File: src/rtl/wb_stage_pkg.sv
// Shared encodings for the write-back stage: result-select codes, load funct3 values
// and the MEM/WB register layout.
package wb_stage_pkg;

    localparam int unsigned XLEN_DEF  = 32;
    localparam int unsigned CNT_W_DEF = 64;

    typedef enum logic [1:0] {
        WB_SEL_ALU  = 2'd0,
        WB_SEL_LOAD = 2'd1,
        WB_SEL_PC4  = 2'd2,
        WB_SEL_IMM  = 2'd3
    } wb_sel_e;

    localparam logic [2:0] F3_LB  = 3'd0;
    localparam logic [2:0] F3_LH  = 3'd1;
    localparam logic [2:0] F3_LW  = 3'd2;
    localparam logic [2:0] F3_LBU = 3'd4;
    localparam logic [2:0] F3_LHU = 3'd5;

    typedef struct packed {
        logic        valid;
        logic        reg_write;
        logic [4:0]  rd;
        wb_sel_e     sel;
        logic [2:0]  funct3;
        logic [31:0] alu_result;
        logic [31:0] load_data;
        logic [31:0] pc_plus4;
        logic [31:0] imm;
    } wb_fields_t;

endpackage

File: src/rtl/wb_stage_load_align.sv
// Load-data alignment: extracts the addressed byte/halfword from a memory word and
// sign- or zero-extends it. Unknown funct3 values pass the raw word through.
module load_align
    import wb_stage_pkg::*;
(
    input  logic [2:0]  i_funct3,
    input  logic [1:0]  i_offset,
    input  logic [31:0] i_word,
    output logic [31:0] o_result
);

    logic [7:0]  w_byte;
    logic [15:0] w_half;

    always_comb begin
        case (i_offset)
            2'd0:    w_byte = i_word[7:0];
            2'd1:    w_byte = i_word[15:8];
            2'd2:    w_byte = i_word[23:16];
            default: w_byte = i_word[31:24];
        endcase
    end

    // Halfword loads ignore offset bit 0; a misaligned address is an upstream fault.
    assign w_half = i_offset[1] ? i_word[31:16] : i_word[15:0];

    always_comb begin
        o_result = i_word;
        case (i_funct3)
            F3_LB:   o_result = {{24{w_byte[7]}}, w_byte};
            F3_LBU:  o_result = {24'd0, w_byte};
            F3_LH:   o_result = {{16{w_half[15]}}, w_half};
            F3_LHU:  o_result = {16'd0, w_half};
            F3_LW:   o_result = i_word;
            default: o_result = i_word;
        endcase
    end

endmodule

File: src/rtl/wb_stage.sv
// RV32I write-back stage: MEM/WB register, result select, register-bank write port,
// forwarding copy of that write, and the retired-instruction counter.
module wb_stage
    import wb_stage_pkg::*;
#(
    parameter int unsigned XLEN  = XLEN_DEF,
    parameter int unsigned CNT_W = CNT_W_DEF
) (
    input  logic             clk,
    input  logic             rst,
    input  logic             stall,
    input  logic             flush,
    input  logic             mem_valid,
    input  logic             mem_reg_write,
    input  logic [4:0]       mem_rd,
    input  logic [1:0]       mem_wb_sel,
    input  logic [2:0]       mem_funct3,
    input  logic [XLEN-1:0]  mem_alu_result,
    input  logic [XLEN-1:0]  mem_load_data,
    input  logic [XLEN-1:0]  mem_pc_plus4,
    input  logic [XLEN-1:0]  mem_imm,
    output logic             wr_en,
    output logic [4:0]       w_addr,
    output logic [XLEN-1:0]  w_data,
    output logic             fwd_valid,
    output logic [4:0]       fwd_addr,
    output logic [XLEN-1:0]  fwd_data,
    output logic [CNT_W-1:0] instret
);

    wb_fields_t       r_wb;
    logic [CNT_W-1:0] r_instret;
    logic [31:0]      w_load_aligned;
    logic [31:0]      w_result;
    logic             w_wr_en;

    // Stall does not hold WB: the frozen MEM instruction is re-presented next cycle,
    // so WB takes a bubble and each instruction retires exactly once.
    always_ff @(posedge clk or posedge rst) begin
        if (rst) begin
            r_wb <= '0;
        end else if (stall || flush) begin
            r_wb.valid <= 1'b0;
        end else begin
            r_wb.valid      <= mem_valid;
            r_wb.reg_write  <= mem_reg_write;
            r_wb.rd         <= mem_rd;
            r_wb.sel        <= wb_sel_e'(mem_wb_sel);
            r_wb.funct3     <= mem_funct3;
            r_wb.alu_result <= mem_alu_result;
            r_wb.load_data  <= mem_load_data;
            r_wb.pc_plus4   <= mem_pc_plus4;
            r_wb.imm        <= mem_imm;
        end
    end

    always_ff @(posedge clk or posedge rst) begin
        if (rst) begin
            r_instret <= '0;
        end else if (r_wb.valid) begin
            r_instret <= r_instret + CNT_W'(1);
        end
    end

    load_align u_load_align (
        .i_funct3 (r_wb.funct3),
        .i_offset (r_wb.alu_result[1:0]),
        .i_word   (r_wb.load_data),
        .o_result (w_load_aligned)
    );

    always_comb begin
        w_result = r_wb.alu_result;
        case (r_wb.sel)
            WB_SEL_ALU:  w_result = r_wb.alu_result;
            WB_SEL_LOAD: w_result = w_load_aligned;
            WB_SEL_PC4:  w_result = r_wb.pc_plus4;
            WB_SEL_IMM:  w_result = r_wb.imm;
            default:     w_result = r_wb.alu_result;
        endcase
    end

    // x0 is hardwired to zero, so its writes are dropped before the bank sees them.
    assign w_wr_en = r_wb.valid && r_wb.reg_write && (r_wb.rd != 5'd0);

    assign wr_en     = w_wr_en;
    assign w_addr    = r_wb.rd;
    assign w_data    = w_result;
    assign fwd_valid = w_wr_en;
    assign fwd_addr  = r_wb.rd;
    assign fwd_data  = w_result;
    assign instret   = r_instret;

endmodule

File: config.mk
export PLATFORM = sky130hd
export DESIGN_NAME = wb_stage
export DESIGN_NICKNAME = d
export VERILOG_FILES = /design/src/rtl/wb_stage_pkg.sv /design/src/rtl/wb_stage_load_align.sv /design/src/rtl/wb_stage.sv
export SDC_FILE = /design/constraint.sdc
export NUM_CORES = 1
export LEC_CHECK = 0
export BUFFER_PORTS_ARGS = -buffer_cell sky130_fd_sc_hd__buf_2
export CELL_PAD_IN_SITES_DETAIL_PLACEMENT = 1
export CELL_PAD_IN_SITES_GLOBAL_PLACEMENT = 1
export CORE_MARGIN = 2
export CORE_UTILIZATION = 36
export DETAILED_ROUTE_END_ITERATION = 10
export PLACE_DENSITY = 0.79
export SETUP_SLACK_MARGIN = 0.15
export SYNTH_ARGS = -nofsm -noshare
export SYNTH_HDL_FRONTEND = slang
export SYNTH_SLANG_ARGS = --single-unit
File: constraint.sdc
create_clock -name clk -period 6.4 [get_ports clk]
set_clock_uncertainty 0.2 [all_clocks]
set_input_delay 0.64 -clock clk [delete_from_list [all_inputs] [get_ports clk]]
set_output_delay 0.64 -clock clk [all_outputs]
set_load 0.05 [all_outputs]
# ---- Yosys cells after proc, flatten, opt, wreduce, memory -nomap -nowiden
# Cells that the tools add are included.
dict set report op_classes {
  n_shift 0
  addsub 1
  multipliers 0
  div 0
  n_mux 5
  bitwise 0
  order_cmp 0
  n_eq_ne 8
  reduce_logical 7
}
# operator n
set op_table {}
lappend op_table {{32-bit one-hot mux with 4 select lines} 2}
lappend op_table {{64-bit by 1-bit adder with 64-bit output (second input constant)} 1}
lappend op_table {{8-bit one-hot mux with 3 select lines} 1}
lappend op_table {{16-bit 2-to-1 mux} 1}
lappend op_table {{2-bit == test (second input constant)} 3}
lappend op_table {{3-bit == test (second input constant)} 2}
lappend op_table {{5-bit nonzero test} 1}
lappend op_table {{2-bit by 1-bit == test with 1-bit output (second input constant)} 2}
lappend op_table {{2-bit zero test} 2}
lappend op_table {{3-bit by 1-bit == test with 1-bit output (second input constant)} 1}
lappend op_table {{3-bit zero test} 1}
lappend op_table {{1-bit logical AND} 2}
lappend op_table {{1-bit logical OR} 1}
lappend op_table {{1-bit 2-to-1 mux} 1}
dict set report word_totals {
  latchBits 0
  ram_bits 0
  romBits 0
  n_memories 0
  ff_bits 204
  word_cells 31
}

# ---- Logic depth before layout (Yosys ltp)
dict set report logic_depth {
  depth_word 4
  depth_mapped 8
}

# ---- Hierarchy
# A second synthesis with hierarchy kept.
dict set report unflattened {
  cells_unflattened 794
  hier_area_um2 10346.2
}
# mod cells_per_inst seq_area_each_um2 instances area_per_inst_um2
set modules_own_cells {}
lappend modules_own_cells {wb_stage 661 5104.9 1 9376.5}
lappend modules_own_cells {load_align 133 0.0 1 969.7}

# ---- Worst setup path before layout
# No wires, ideal clock.
dict set report synth_timing {
  kind {flip-flop to output port}
  from {register r_wb[128] in the netlist's numbering}
  to {output port w_data[18]}
  path_stages_with_launch 9
  path_slack_ns 2.942
  arrival_time_ns 2.618
  path_cell_list {dfrtp_1 -> clkbuf_1 -> nor2_1 -> mux2i_1 -> o21ai_1 -> clkbuf_1 -> o211ai_1 -> a21oi_1 -> buf_4}
}
dict set report synth_via {
  elab_chain_cells 3
  elab_cells_between_ends 6
}
# element line
set synth_rtl {}
lappend synth_rtl {{start: declaration} wb_stage.sv:31} ;# wb_fields_t r_wb;
lappend synth_rtl {{3-bit == test (tied with other cells)} wb_stage_load_align.sv:29} ;# case (i_funct3)
lappend synth_rtl {{32-bit one-hot mux with 4 select lines *} wb_stage_load_align.sv:29}
lappend synth_rtl {{32-bit one-hot mux with 4 select lines *} wb_stage.sv:74} ;# case (r_wb.sel)
lappend synth_rtl {{end: declaration} wb_stage.sv:24} ;# output logic [XLEN-1:0] w_data,
# Mark *: on every way between the ends. The rest lies on a longest branch, timed or not.

# ---- Worst setup path after layout
dict set report layout_timing {
  from {register r_wb[129] in the netlist's numbering}
  to {output port w_data[6]}
}
# Same word-level chain as after synthesis.

==> impl_metrics.py <==
metrics = {
    "status": {
        "outcome": "finished clean",
    },
    "drt": {
        "first_iter_violations": 394,
        "drc": 0,
        "dr_total_vias": 7715,
        "drt_pass1_iterations": 4,
        "vias_per_cell": 5.25,
        "ant_nets": 0,
        "finalWirelength_um": 30400,
        "wl_per_cell_um": 20.7,
    },
    "logic_synthesis": {
        "yosys-mux-area-fraction_pct": 17.4,
        "synth-xor-area-share_pct": 5.64,
        "synth-edff-count": 0,
        "ys_seq_area_share_pct": 52.1,
        "synth_fp_nets": 1019,
        "synthSimpleGateAreaFrac_pct": 12.5,
        "yosys_most_used_dff": "dfrtp_1",
        "synth_area_leaders": "dfrtp_1 52%, mux2_2 17%, xnor2_1 3.5%, buf_4 3.3%, nand2_1 3.2%",
        "synth.top_cell.area_share_pct": 52.1,
        "ys_warn_count": 0,
        "synth_top_area_cell": "dfrtp_1",
        "ys_types": 43,
        "synth_compound_area_share_pct": 6.66,
        "synth_cells": 874,
        "synth.avg_cell_area_um2": 11.2,
        "netlist_area_um2": 9790,
        "synth_seq_cells": 204,
        "synth_adder_area_share_pct": 0.128,
        "synth_top_family_by_area": "multiplexers",
        "async_flop_share_pct": 100,
    },
    "sta": {
        "rsz0062_at_grt": "false",
        "drv_slew": 0,
        "tns_ns": 0,
        "fmax_ghz": 0.246,
        "setup-violations-final": 0,
        "tightestPinTransition_ns": 1.05,
        "slew-limit-headroom_pct": 29.2,
        "timing.final.hold_violations": 0,
        "post-route-period-util_pct": 63.4,
        "finalCriticalPeriod_ns": 4.06,
    },
    "global_route": {
        "antenna_found_initial": 8,
        "grt_max_degree": 145,
        "grt.overflow.total": 0,
        "grt_use_total_pct": 21.0,
        "grt_pass1_wl_um": 47000,
        "grt_pass1_vias": 8211,
    },
    "floorplanning": {
        "coreArea_um2": 26800,
        "initial_core_util_pct": 36.5,
        "die_h_um": 169,
        "ioPinCount": 284,
        "die_w_um": 169,
        "dieArea_um2": 28500,
        "std_cell_rows": 60,
    },
    "setup_path": {
        "required_ns": 5.56,
        "cp-end-kind": "output pin",
        "crit_fanout": 24,
        "critPathKind": "reg2out",
        "cp_slowest_stage_delay_ns": 0.74,
        "rr_endpoint": "instret[45]",
        "critPathCapture": "w_data[6]",
        "arrival_ns": 3.22,
        "critPathSlowestCell": "inv_1",
        "cp_cell_sequence": "inv_1 > nand3_1 > o22ai_1 > nor3_1 > o22a_1 > buf_2",
        "startpoint": "r_wb[129]",
        "startpoint_type": "flop",
        "worst_r2r_path_depth": 5,
        "rr_startpoint": "instret[6]",
        "r2r_slack_ns": 3.44,
    },
    "job": {
        "drv_cap": 0,
    },
    "cts": {
        "clk_pin_slew_ns": 0.06,
        "htree_num_levels": 1,
        "clock-sinks": 204,
        "clock_latency_ns": 0.52,
        "clockBufferDepth": 3,
        "cts_resized": 0,
        "cts_buffers": 24,
        "cts.root.buffer_cell": "clkbuf_16",
        "cts_setup_buffers": 0,
        "cts_tree": "done",
    },
    "placement": {
        "port_buffers": 283,
        "place_congestion": 0.815,
        "hpwlAfterDp_um": 21400,
    },
    "power": {
        "p_leak_nw": 5.67,
        "p_total_mw": 4.25,
        "ir_drop_uv": 204,
        "p_per_area_nw_per_um2": 351,
    },
    "hold_path": {
        "hp-class": "in2reg",
        "hold_path.startpoint": "mem_funct3[0]",
    },
    "cells_and_area": {
        "layout_commonest_cell": "buf_2",
        "syn_to_final_growth_pct": 23.5,
        "nNetsFinal": 1249,
        "layout_common_cells": "283 x buf_2, 202 x dfrtp_1, 144 x mux2_2, 84 x nand2_1, 53 x nor2_1",
        "drive_gt1_share_pct": 43.7,
    },
}
==> per-layer routing <==
layer  GRT usage [%]  vias up  routed length [um]
met2            37.0      254               15200
met1            25.9     3920               12500
met5               0        -                  23
li1                -     3492                   -
met3            5.24       45                2110
met4            5.13        4                 648
==> registers in the layout (all words and copies together), names as in the netlist <==
register and flops:
instret 64, fwd_addr 5, r_wb 135
==> synth_stat cells (2+ instances only) <==
master,number
nor2_1,54
buf_1,4
o221ai_1,3
a211oi_1,3
xor2_1,24
o211ai_1,21
o22ai_1,6
and2_1,4
o21ai_0,35
mux2_2,144
and4_1,3
nor4_1,5
and3_1,9
o22a_1,7
or4_1,3
dfrtp_1,204
a21oi_1,30
nand4_1,21
nand2b_1,3
nor3_2,5
xnor2_1,39
nor3_1,21
buf_2,2
clkbuf_1,37
nand2_1,84
nand3_1,28
buf_4,43
mux2i_1,6
inv_1,12
==> final cells by class <==
cell class              count  area, um^2
well taps                 341         427
flip-flops and latches    204        5110
clock buffers              35         723
clock inverters             9         123
diodes                      6        15.0
repair buffers            291        1490
inverters                  12        48.8
multi-input cells         571        4150
fillers                  3010       14700
==> power by group <==
part           total, mW  switching, mW  internal [mW]
combinational       1.23          0.883          0.347
clock               1.45          0.545          0.902
sequential          1.57          0.136           1.43
total               4.25           1.56           2.68
==> through the flow <==
stage	cell area [um^2]	cells	worst slack, ns	hold WS, ns	util (%)
final	12100	1469	2.34	0.128	45.1
after global routing	12100	1464	2.13	0.130	45.1
after CTS	12100	1463	2.06	0.102	45.0
after detailed placement	11200	1418	2.65	0.276	41.8
after global placement	11200	1418	2.80	0.252	41.8
after floorplan	9790	874	2.92	0.275	-
==> kinds of logic after synthesis <==
logic type | Yosys count
AO/OA/AOI/OAI | 108
XOR/XNOR | 63
buffers and inverters | 99
adder cells (fa/ha/maj) | 1
AND/OR/NAND/NOR | 248
flip-flops | 204
multiplexers | 151
==> worst max-delay path, delay by kind of cell (launching register included) <==
kind	cells	cell delay (ns)
AO/OA/AOI/OAI	2	0.63
buffers and inverters	2	0.95
flip-flops	1	0.54
AND/OR/NAND/NOR	2	0.58
==> timing repair <==
action	CTS	global route
hold endpoints to repair	23	0
hold buffers	1	0
setup endpoints to repair	0	0
==> how the worst min path moves through the flow <==
| stage | to | cells after the start |
|---|---|---|
| finish | r_wb[128] | 3 |
| CTS | r_wb[128] | 3 |
| floorplan | r_wb[103] | 1 |
| detailed placement | instret[63] | 1 |
| global route | r_wb[5] | 2 |
| global placement | instret[63] | 1 |
(Power assumes the default switching activity.)
